===== src/rtl/nibble_mult_sequencer_if.sv =====
`default_nettype none
// ============================================================================
// Module   : nibble_mult_sequencer_if
// Purpose  : Operand, shared-core and result handshake bundle for the sequencer.
// Revision : 1.0
// ============================================================================
interface nibble_mult_sequencer_if #(
    parameter int WIDTH = 8
);
    logic                 in_valid;
    logic                 in_ready;
    logic [WIDTH-1:0]     in_a;
    logic [WIDTH-1:0]     in_b;
    logic [3:0]           mul_a;
    logic [3:0]           mul_b;
    logic                 mul_en;
    logic [7:0]           mul_p;
    logic                 out_valid;
    logic                 out_ready;
    logic [2*WIDTH-1:0]   out_prod;
    logic                 busy;

    modport slave (
        input  in_valid, in_a, in_b, mul_p, out_ready,
        output in_ready, mul_a, mul_b, mul_en, out_valid, out_prod, busy
    );

    modport master (
        output in_valid, in_a, in_b, mul_p, out_ready,
        input  in_ready, mul_a, mul_b, mul_en, out_valid, out_prod, busy
    );
endinterface
`default_nettype wire


===== src/rtl/nibble_mult_sequencer.sv =====
`default_nettype none
// ============================================================================
// Module   : nibble_mult_sequencer
// Purpose  : WIDTH x WIDTH multiply, one nibble pair per cycle on a shared 4x4 core.
// Revision : 1.0
// ============================================================================
module nibble_mult_sequencer #(
    parameter int WIDTH    = 8,
    parameter int SKIP_LOW = 0
) (
    input  wire logic               clk,
    input  wire logic               rst_n,
    nibble_mult_sequencer_if.slave  bus
);
    localparam int c_NIB = WIDTH / 4;
    localparam int c_IW  = (c_NIB > 1) ? $clog2(c_NIB) : 1;
    localparam int c_PW  = 2 * WIDTH;
    localparam logic [c_IW-1:0] c_LAST = c_IW'(c_NIB - 1);

    typedef enum logic [1:0] {
        S_IDLE = 2'd0,
        S_RUN  = 2'd1,
        S_DONE = 2'd2
    } state_t;

    state_t            state_q, state_d;
    logic [c_IW-1:0]   i_q, i_d;
    logic [c_IW-1:0]   j_q, j_d;
    logic [WIDTH-1:0]  a_q, a_d;
    logic [WIDTH-1:0]  b_q, b_d;
    logic [c_PW-1:0]   acc_q, acc_d;

    logic [3:0]        w_nib_a;
    logic [3:0]        w_nib_b;
    logic [c_IW:0]     w_ij;
    logic              w_skip;
    logic [c_PW-1:0]   w_pp;

    // Step counter is kept as (i, j) so no divider is needed for non power-of-two NIB.
    always_comb begin
        w_nib_a = '0;
        w_nib_b = '0;
        for (int n = 0; n < c_NIB; n++) begin
            if (i_q == c_IW'(n)) w_nib_a = a_q[4*n +: 4];
            if (j_q == c_IW'(n)) w_nib_b = b_q[4*n +: 4];
        end
    end

    assign w_ij   = {1'b0, i_q} + {1'b0, j_q};
    assign w_skip = int'(w_ij) < SKIP_LOW;
    assign w_pp   = {{(c_PW-8){1'b0}}, bus.mul_p} << {w_ij, 2'b00};

    always_comb begin
        state_d      = state_q;
        i_d          = i_q;
        j_d          = j_q;
        a_d          = a_q;
        b_d          = b_q;
        acc_d        = acc_q;
        bus.in_ready  = (state_q == S_IDLE);
        bus.busy      = (state_q != S_IDLE);
        bus.out_valid = (state_q == S_DONE);
        bus.out_prod  = (state_q == S_DONE) ? acc_q : '0;
        bus.mul_en    = 1'b0;
        bus.mul_a     = 4'h0;
        bus.mul_b     = 4'h0;

        case (state_q)
            S_IDLE: begin
                if (bus.in_valid) begin
                    a_d     = bus.in_a;
                    b_d     = bus.in_b;
                    acc_d   = '0;
                    i_d     = '0;
                    j_d     = '0;
                    state_d = S_RUN;
                end
            end
            S_RUN: begin
                if (!w_skip) begin
                    bus.mul_en = 1'b1;
                    bus.mul_a  = w_nib_a;
                    bus.mul_b  = w_nib_b;
                    acc_d      = acc_q + w_pp;
                end
                if (i_q == c_LAST) begin
                    i_d = '0;
                    if (j_q == c_LAST) begin
                        j_d     = '0;
                        state_d = S_DONE;
                    end else begin
                        j_d = j_q + c_IW'(1);
                    end
                end else begin
                    i_d = i_q + c_IW'(1);
                end
            end
            S_DONE: begin
                if (bus.out_ready) state_d = S_IDLE;
            end
            default: state_d = S_IDLE;
        endcase
    end

    always_ff @(posedge clk or negedge rst_n) begin
        if (!rst_n) begin
            state_q <= S_IDLE;
            i_q     <= '0;
            j_q     <= '0;
            a_q     <= '0;
            b_q     <= '0;
            acc_q   <= '0;
        end else begin
            state_q <= state_d;
            i_q     <= i_d;
            j_q     <= j_d;
            a_q     <= a_d;
            b_q     <= b_d;
            acc_q   <= acc_d;
        end
    end
endmodule
`default_nettype wire


===== src/flat_wrapper.sv =====
// flat-port wrapper written by rule: the top's interface ports become plain ports
module nibble_mult_sequencer_flat 
#(
    parameter int WIDTH    = 8,
    parameter int SKIP_LOW = 0
)
  (clk, rst_n, bus_in_valid, bus_in_a, bus_in_b, bus_mul_p, bus_out_ready, bus_in_ready, bus_mul_a, bus_mul_b, bus_mul_en, bus_out_valid, bus_out_prod, bus_busy);
  nibble_mult_sequencer_if #(.WIDTH(WIDTH)) bus_i ();
  input  wire logic clk;
  input  wire logic rst_n;
  input wire logic [$bits(bus_i.in_valid)-1:0] bus_in_valid;
  input wire logic [$bits(bus_i.in_a)-1:0] bus_in_a;
  input wire logic [$bits(bus_i.in_b)-1:0] bus_in_b;
  input wire logic [$bits(bus_i.mul_p)-1:0] bus_mul_p;
  input wire logic [$bits(bus_i.out_ready)-1:0] bus_out_ready;
  output wire logic [$bits(bus_i.in_ready)-1:0] bus_in_ready;
  output wire logic [$bits(bus_i.mul_a)-1:0] bus_mul_a;
  output wire logic [$bits(bus_i.mul_b)-1:0] bus_mul_b;
  output wire logic [$bits(bus_i.mul_en)-1:0] bus_mul_en;
  output wire logic [$bits(bus_i.out_valid)-1:0] bus_out_valid;
  output wire logic [$bits(bus_i.out_prod)-1:0] bus_out_prod;
  output wire logic [$bits(bus_i.busy)-1:0] bus_busy;
  assign bus_i.in_valid = bus_in_valid;
  assign bus_i.in_a = bus_in_a;
  assign bus_i.in_b = bus_in_b;
  assign bus_i.mul_p = bus_mul_p;
  assign bus_i.out_ready = bus_out_ready;
  assign bus_in_ready = bus_i.in_ready;
  assign bus_mul_a = bus_i.mul_a;
  assign bus_mul_b = bus_i.mul_b;
  assign bus_mul_en = bus_i.mul_en;
  assign bus_out_valid = bus_i.out_valid;
  assign bus_out_prod = bus_i.out_prod;
  assign bus_busy = bus_i.busy;
  nibble_mult_sequencer #(.WIDTH(WIDTH), .SKIP_LOW(SKIP_LOW)) u_core (.clk(clk), .rst_n(rst_n), .bus(bus_i));
endmodule

===== config.mk =====
export PLATFORM = sky130hd
export DESIGN_NAME = nibble_mult_sequencer_flat
export DESIGN_NICKNAME = d
export VERILOG_FILES = /design/src/rtl/nibble_mult_sequencer_if.sv /design/src/rtl/nibble_mult_sequencer.sv /design/src/flat_wrapper.sv
export SDC_FILE = /design/constraint.sdc
export NUM_CORES = 1
export LEC_CHECK = 0
export ABC_AREA = 1
export BUFFER_PORTS_ARGS = -buffer_cell sky130_fd_sc_hd__buf_4
export CORE_ASPECT_RATIO = 1.2
export CORE_UTILIZATION = 55
export CTS_CLUSTER_DIAMETER = 60
export DETAILED_ROUTE_END_ITERATION = 10
export PLACE_DENSITY = 0.91
export SLEW_MARGIN = 20
export SYNTH_ARGS = -nofsm -noshare
export SYNTH_HDL_FRONTEND = slang
export SYNTH_SLANG_ARGS = --single-unit

===== constraint.sdc =====
create_clock -name clk -period 2.9 [get_ports clk]
set_input_delay 0 -clock clk [delete_from_list [all_inputs] [get_ports clk]]
set_output_delay 0 -clock clk [all_outputs]
set_load 0.005 [all_outputs]

==> key figures, run 1 <==
Routing
  – DRT Pass-1 Iters: 5
  – Via density: 5.22
  – Antenna violation net count after detailed routing: 0
  – Initial DRC Count: 165
  – Detailed Route WL: 7430 um
  – DR vias: 2,772
  – DRC: 0
  – WL/cell: 14.0 um

Run
  – Max Cap Violations: 0

Timing
  – Worst slew margin: 68.1%
  – Setup TNS Final: 0 ns
  – Crit share post-route: 94.0%
  – RSZ-0062 raised after global routing: false
  – Final Setup Violations: 0
  – Fmax: 367 MHz
  – Worst Tran Pin Value: 0.479 ns
  – Final Hold Viols: 0
  – Max Clock Skew: 0.00488 ns
  – Minimum clock period: 2.73 ns
  – Slew Viols, Final: 0

Critical path
  – Cell mode on critical path: nand2_1
  – Critical Path Max Stage Delay: 0.46 ns
  – CP Launch Type: flop
  – Worst Setup EP: u_core.acc_q[10]$_DFFE_PN0P_
  – Setup crit start: u_core.j_q$_DFFE_PN0P_
  – Startpoint of the worst register-to-register path: u_core.j_q$_DFFE_PN0P_
  – CP Capture Type: flop
  – Max FO, Critical Path: 8
  – R2r setup slk: 0.17 ns
  – Path type of the worst setup path: flop to flop
  – R2R depth: 14
  – Slowest-stage cell, CP: dfrtp_1
  – WP data arrival: 2.91 ns
  – Critical Path RT: 3.09 ns
  – Worst path cell trace: ha_2, or2_2, nor2_1, ha_1, inv_1, fa_1, inv_1, nand2_1, nand3_1, nand2_1, nand2_1, nand2_1, nand3_1, nand2_1
  – R2r endpoint: u_core.acc_q[10]$_DFFE_PN0P_

Placed design
  – Buffers on Ports: 55
  – Dpl hpwl: 5090 um
  – Gpl congestion: 0.931

GRT
  – First-pass GRT wire length: 12,200 um
  – Grt ovf: 0
  – Vias in the first global route: 2,675
  – Initial antenna violation count: 0
  – Largest net degree at the start of global routing: 37
  – Grt met1 use: 35.0%
  – GR met3 Demand/Resource: 6.61%
  – GRT busiest layer: met2
  – Met2 Resource Use GR: 54.7%
  – All-layer global routing usage: 31.0%

Synth
  – Sequential fraction of the synthesis area: 33.1%
  – Number of synthesized flops with an enable pin: 0
  – Leading area contributor after synthesis: dfrtp_1
  – Synth top area share: 33.1%
  – Synth Warn #: 0
  – Unique masters post-synth: 29
  – Top cells by area, synth: dfrtp_1 (33%), nand2_1 (18%), inv_1 (9.9%)
  – #FFs+latches synth: 36
  – Mapped Nets: 443
  – Count leader, synth: nand2_1
  – Cell area after synthesis: 0.00272 mm2
  – Synth Instances: 398
  – Synthesized area per cell: 6.84 um2
  – Synth top cells by count: nand2_1 (128), inv_1 (72), nor2_1 (40)
  – Dominant synthesized flop cell: dfrtp_1
  – Async S/R FF share, synth: 100%

Power
  – PnR Total Power: 4.33 mW
  – Seq pwr share: 21.8%
  – Clock Power Share: 8.6%
  – Logic pwr share: 69.5%
  – PwrDens: 1260 mW/mm2
  – Pint: 2.10 mW
  – Psw: 2.23 mW
  – VDD IR-drop max: 0.863 mV
  – Sw Share: 51.5%
  – Leak Pwr: 1.98 nW

Die
  – DIE HEIGHT: 79.1 um
  – Initial Util: 58.4%
  – Ports: 56
  – # rows: 27
  – Core area: 0.00466 mm2
  – Die area: 0.00524 mm2
  – Die W: 66.2 um

Finish
  – Layout cells sized above 1: 18.6%
  – Layout Nets: 517
  – Syn-to-layout area delta: 26.6%
  – Antenna Cells: 0

Clocking
  – CTS tree: yes
  – CTS root buf: clkbuf_8
  – Clock Sinks: 36
  – CTS Buf Count: 5
  – Max Root-Sink Buffers: 2
  – Clock transition at path regs: 0.08 ns
  – H-tree level count: 2
  – Worst-skew pair later-pin latency: 0.30 ns
  – # Post-CTS Setup Buffers: 0

Min path
  – Min-delay worst type: primary input to flop

Run status
  – Outcome: completed
-- final cells by class --
type | count | area [um2]
Fill cell | 356 | 1210
Inverter | 74 | 278
Timing Repair Buffer | 74 | 601
Multi-Input combinational cell | 281 | 1510
Tap cell | 58 | 72.6
Clock buffer | 6 | 72.6
Clock inverter | 2 | 16.3
Sequential cell | 36 | 901
-- logic make-up after synthesis --
kind of cell	Yosys count	share of synthesized area, %
buf+inv	81	11.6
simple gates	204	30.8
xor+xnor	2	0.643
compound gates	42	8.04
flops	36	33.1
fa+ha+maj	17	8.08
mux	16	7.72
-- power groups by stage --
stage | Sequential [mW] | Combinational, mW | Clock, mW
floorplan | 0.891 | 2.17 | 0
global placement | 0.933 | 2.79 | 0
detailed placement | 0.945 | 2.88 | 0
CTS | 0.937 | 2.94 | 0.373
global route | 0.971 | 3.39 | 0.396
finish | 0.946 | 3.01 | 0.374
-- cells in the final DEF (no fill, tap or decap) --
cell type | netlist | layout
nor2_1 | 40 | 40
mux2_2 | 8 | 8
or2_2 | 2 | 2
inv_1 | 72 | 72
ha_2 | 0 | 1
inv_2 | 2 | 2
nand2_2 | 2 | 2
mux2_4 | 8 | 8
nand2_4 | 1 | 1
or2_1 | 1 | 1
dfrtp_1 | 36 | 36
a21oi_1 | 18 | 18
ha_1 | 16 | 15
nand3_1 | 21 | 21
clkinvlp_4 | 0 | 1
o32ai_1 | 1 | 1
xnor2_1 | 1 | 1
nand4_1 | 1 | 1
o21ai_1 | 1 | 1
fa_1 | 1 | 1
and2_1 | 1 | 1
o22ai_1 | 4 | 4
o21ai_0 | 18 | 18
dlygate4sd3_1 | 0 | 18
nand2_1 | 128 | 128
clkinv_4 | 0 | 1
clkbuf_8 | 0 | 5
xor2_1 | 1 | 1
clkbuf_1 | 2 | 1
nand3b_1 | 3 | 3
buf_4 | 0 | 56
nor2_4 | 1 | 1
nor3_1 | 3 | 3
-- how the worst min path moves through the flow --
stage                 startpoint                       endpoint  cells past startpoint
floorplan                  rst_n      u_core.a_q[0]$_DFFE_PN0P_                      0
global placement           rst_n    u_core.acc_q[6]$_DFFE_PN0P_                      1
detailed placement         rst_n    u_core.acc_q[6]$_DFFE_PN0P_                      1
CTS                 bus_in_valid  u_core.state_q[1]$_DFFE_PN0P_                      3
global route        bus_in_valid  u_core.state_q[1]$_DFFE_PN0P_                      3
finish              bus_in_valid  u_core.state_q[1]$_DFFE_PN0P_                      3
-- state kept, by name, indices dropped and copies added (netlist names) --
name,count
u_core.a_q,8
u_core.acc_q,16
u_core.b_q,8
u_core.i_q,1
u_core.j_q,1
u_core.state_q,2
-- metrics by stage --
stage	instance area [um2]	worst slack [ns]	hold WS (ns)	instances	util [%]
after global routing	3450	0.0181	0.133	531	74.0
final	3450	0.174	0.152	531	74.0
after global placement	3180	0.304	-0.0135	505	68.2
after CTS	3450	0.148	0.0966	531	73.9
after floorplan	2720	0.358	-0.296	398	-
after detailed placement	3180	0.192	-0.00569	505	68.2
-- timing repair --
| action | CTS | global route |
|---|---|---|
| hold buffers | 18 | 0 |
| endpoints found under the setup margin | 0 | 4 |
| gates resized for setup | 0 | 1 |
| hold endpoints to repair | 53 | 0 |
-- layer usage --
metal  vias to the layer above  part of all wire (%)
met5                         -                     0
met4                         0                   3.4
met3                        26                   6.4
met2                       119                    50
met1                      1247                    40
li1                       1380                     -
-- worst max-delay path: cells and delay by family (launching register included) --
family,cells,cell delay [ns]
adders and majority gates,3,0.92
buffers and inverters,2,0.16
DFF,1,0.46
and+or+nand+nor,9,1.07
(Power assumes the default switching activity.)
==> inputs of run 2 (changes only) <==
--- a/config.mk
+++ b/config.mk
@@ -7,11 +7,13 @@
 export LEC_CHECK = 0
 export ABC_AREA = 1
 export BUFFER_PORTS_ARGS = -buffer_cell sky130_fd_sc_hd__buf_4
+export CAP_MARGIN = 10
 export CORE_ASPECT_RATIO = 1.2
 export CORE_UTILIZATION = 55
 export CTS_CLUSTER_DIAMETER = 60
 export DETAILED_ROUTE_END_ITERATION = 10
 export PLACE_DENSITY = 0.91
+export RECOVER_POWER = 100
 export SLEW_MARGIN = 20
 export SYNTH_ARGS = -nofsm -noshare
 export SYNTH_HDL_FRONTEND = slang
==> run 2 against run 1 <==
  * The flow now finishes with violations (capacitance limit, slew limit)
  * Critical path depth stayed put
  * Cell area is 1.8% lower
  * First-iteration DRC count is 17% lower
  * Via count hardly changed
  * Die area stayed put
  * Core utilization is 1.4 points lower
  * Sequential power is 0.8% lower
  * Maximum frequency is 0.48% lower
  * Non-clock buffer count stayed put
  * Highest routed layer unchanged
  * Setup slack worse by 0.013 ns
  * Largest cell class unchanged
  * Clock skew is 0.0016 ns higher
  * Clock power hardly changed
==> key figures, run 2 (synthesis results as in run 1) <==
Run status
  – Outcome: complete, but fails checks
  – Failing checks: capacitance limit, slew limit

Placed design
  – Dpl hpwl: 5090 um (unchanged)
  – Inst Count DP: 505 (unchanged)
  – Pre-CTS setup slack: 0.192 ns (unchanged)
  – Area post-placement: 0.00318 mm2 (unchanged)
  – Gpl congestion: 0.931 (unchanged)
  – Buffers on Ports: 55 (unchanged)

Critical path
  – Path type of the worst setup path: flop to flop
  – WP data arrival: 2.93 ns (+0.02 ns)
  – Startpoint of the worst register-to-register path: u_core.i_q$_DFFE_PN0P_
  – R2R depth: 14 (unchanged)
  – Max FO, Critical Path: 8 (unchanged)
  – Critical Path RT: 3.09 ns (about the same)
  – Setup crit start: u_core.i_q$_DFFE_PN0P_
  – CP Capture Type: flop
  – CP Launch Type: flop

Finish
  – Layout Nets: 517 (unchanged)
  – Max FFs per register: 16 (unchanged)
  – Syn-to-layout area delta: 24.3%
  – Most common library cell in the layout ignoring fill and taps: nand2_1
  – Biggest register: u_core.acc_q
  – Layout cells sized above 1: 14.8% (-3.8 points)
  – Largest registers in the final layout: u_core.acc_q x16, u_core.a_q x8, u_core.b_q x8
  – Final Core Density: 72.6% (-1.4 points)
  – Fillcell total: 369 (+3.7%)
  – Non-Filler Instances: 531 (unchanged)
  – Antenna Cells: 0 (unchanged)
  – Fin area: 0.00339 mm2 (-1.8%)
  – Commonest non-fill, non-tap cells in the layout: nand2_1 (131), inv_1 (74), nor2_1 (41)

Die
  – Initial Util: 58.4% (unchanged)
  – Ports: 56 (unchanged)
  – Die area: 0.00524 mm2 (unchanged)
  – Die W: 66.2 um (unchanged)
  – Core area: 0.00466 mm2 (unchanged)
  – # rows: 27 (unchanged)
  – DIE HEIGHT: 79.1 um (unchanged)

Timing
  – Worst Tran Pin Value: 2.01 ns (+1.53 ns)
  – Crit share post-route: 94.4% (+0.46 points)
  – Final setup margin: 0.161 ns (-0.0132 ns)
  – Slew Viols, Final: 37 (+37)
  – Final Hold Viols: 0 (unchanged)
  – Setup TNS Final: 0 ns (unchanged)
  – Minimum clock period: 2.74 ns (+0.0132 ns)
  – Worst slew margin: -34.0% (-100 points)
  – WHS: 0.193 ns (+0.0410 ns)
  – Final Setup Violations: 0 (unchanged)
  – Max Clock Skew: 0.00643 ns (+0.00155 ns)
  – RSZ-0062 raised after global routing: false
  – Fmax: 365 MHz (-0.48%)

Clocking
  – H-tree level count: 2 (unchanged)
  – CTS Buf Count: 5 (unchanged)
  – CTS root buf: clkbuf_8
  – Clock Sinks: 36 (unchanged)
  – # Post-CTS Setup Buffers: 0 (unchanged)
  – Worst-skew pair later-pin latency: 0.30 ns (about the same)
  – Max Root-Sink Buffers: 2 (unchanged)
  – CTS tree: yes
  – Clock transition at path regs: 0.08 ns (about the same)

Routing
  – Antenna violation net count after detailed routing: 0 (unchanged)
  – DR vias: 2,774 (+0.072%)
  – Initial DRC Count: 137 (-17%)
  – WL/cell: 14.0 um (-0.16%)
  – DRT Pass-1 Iters: 6 (+1)
  – Detailed Route WL: 7420 um (-0.16%)
  – DRC: 0 (unchanged)
  – Via density: 5.22 (about the same)

Run
  – Max Cap Violations: 1 (+1)

GRT
  – First-pass GRT wire length: 12,200 um (unchanged)
  – All-layer global routing usage: 31.0% (unchanged)
  – Vias in the first global route: 2,675 (unchanged)
  – Grt ovf: 0 (unchanged)
  – Initial antenna violation count: 0 (unchanged)
  – Largest net degree at the start of global routing: 37 (unchanged)

Power
  – VDD IR-drop max: 0.803 mV (-6.9%)
  – Leak Pwr: 1.91 nW (-3.6%)
  – PwrDens: 1240 mW/mm2 (-1.2%)
  – PnR Total Power: 4.20 mW (-3.0%)

Min path
  – Worst min-delay path startpoint: bus_in_valid
  – Min-delay worst type: primary input to flop
  – WHS Path Cells: 3 (unchanged)
==> run 2: critical path: stages (launching register included) <==
cell and delay, ns:
dfrtp_1 0.47, ha_2 0.36, or2_2 0.37, nor2_1 0.11, ha_1 0.16, inv_1 0.05
fa_1 0.40, inv_1 0.11, nand2_1 0.06, nand3_1 0.17, nand2_1 0.11, nand2_1 0.07
nand2_1 0.05, nand3_1 0.07, nand2_1 0.07
==> run 2: cell type report <==
type | count | area, um2 | area share, %
sequential | 36 | 901 | 26.6
multi-input combinational | 281 | 1460 | 43.1
tap | 58 | 72.6 | 2.14
clock buffer | 6 | 72.6 | 2.14
clock inverter | 2 | 16.3 | 0.480
timing repair buffer | 74 | 587 | 17.3
inverter | 74 | 278 | 8.20
==> run 2: what timing repair did <==
action	CTS	global route
setup endpoints to repair	0	4
hold endpoints to repair	53	0
gates resized for setup	0	1
hold buffers	18	0
==> run 2: final timing paths <==
path | endpoint | slack (ns)
worst min-delay path | u_core.state_q[1]$_DFFE_PN0P_ | 0.19
max in group asynchronous | u_core.acc_q[0]$_DFFE_PN0P_ | 0.94
worst min register to register | u_core.b_q[1]$_DFFE_PN0P_ | 0.50
min in group asynchronous | u_core.acc_q[9]$_DFFE_PN0P_ | 0.81
worst max-delay path | u_core.acc_q[10]$_DFFE_PN0P_ | 0.16
worst max register to register | u_core.acc_q[10]$_DFFE_PN0P_ | 0.16
==> run 2: power by group <==
part	total (mW)	switching, mW	internal [mW]
registers	0.938	0.178	0.760
logic	2.89	1.81	1.08
clock network	0.374	0.203	0.171
total	4.20	2.19	2.01
==> run 2: routing by layer <==
layer  GRT usage, %  up-vias  routed length, um
met5              0        -                  0
met4           14.3        0                233
met3           6.61       23                480
met2           54.7      113               3750
met1           35.0     1261               2950
li1               -     1377                  -
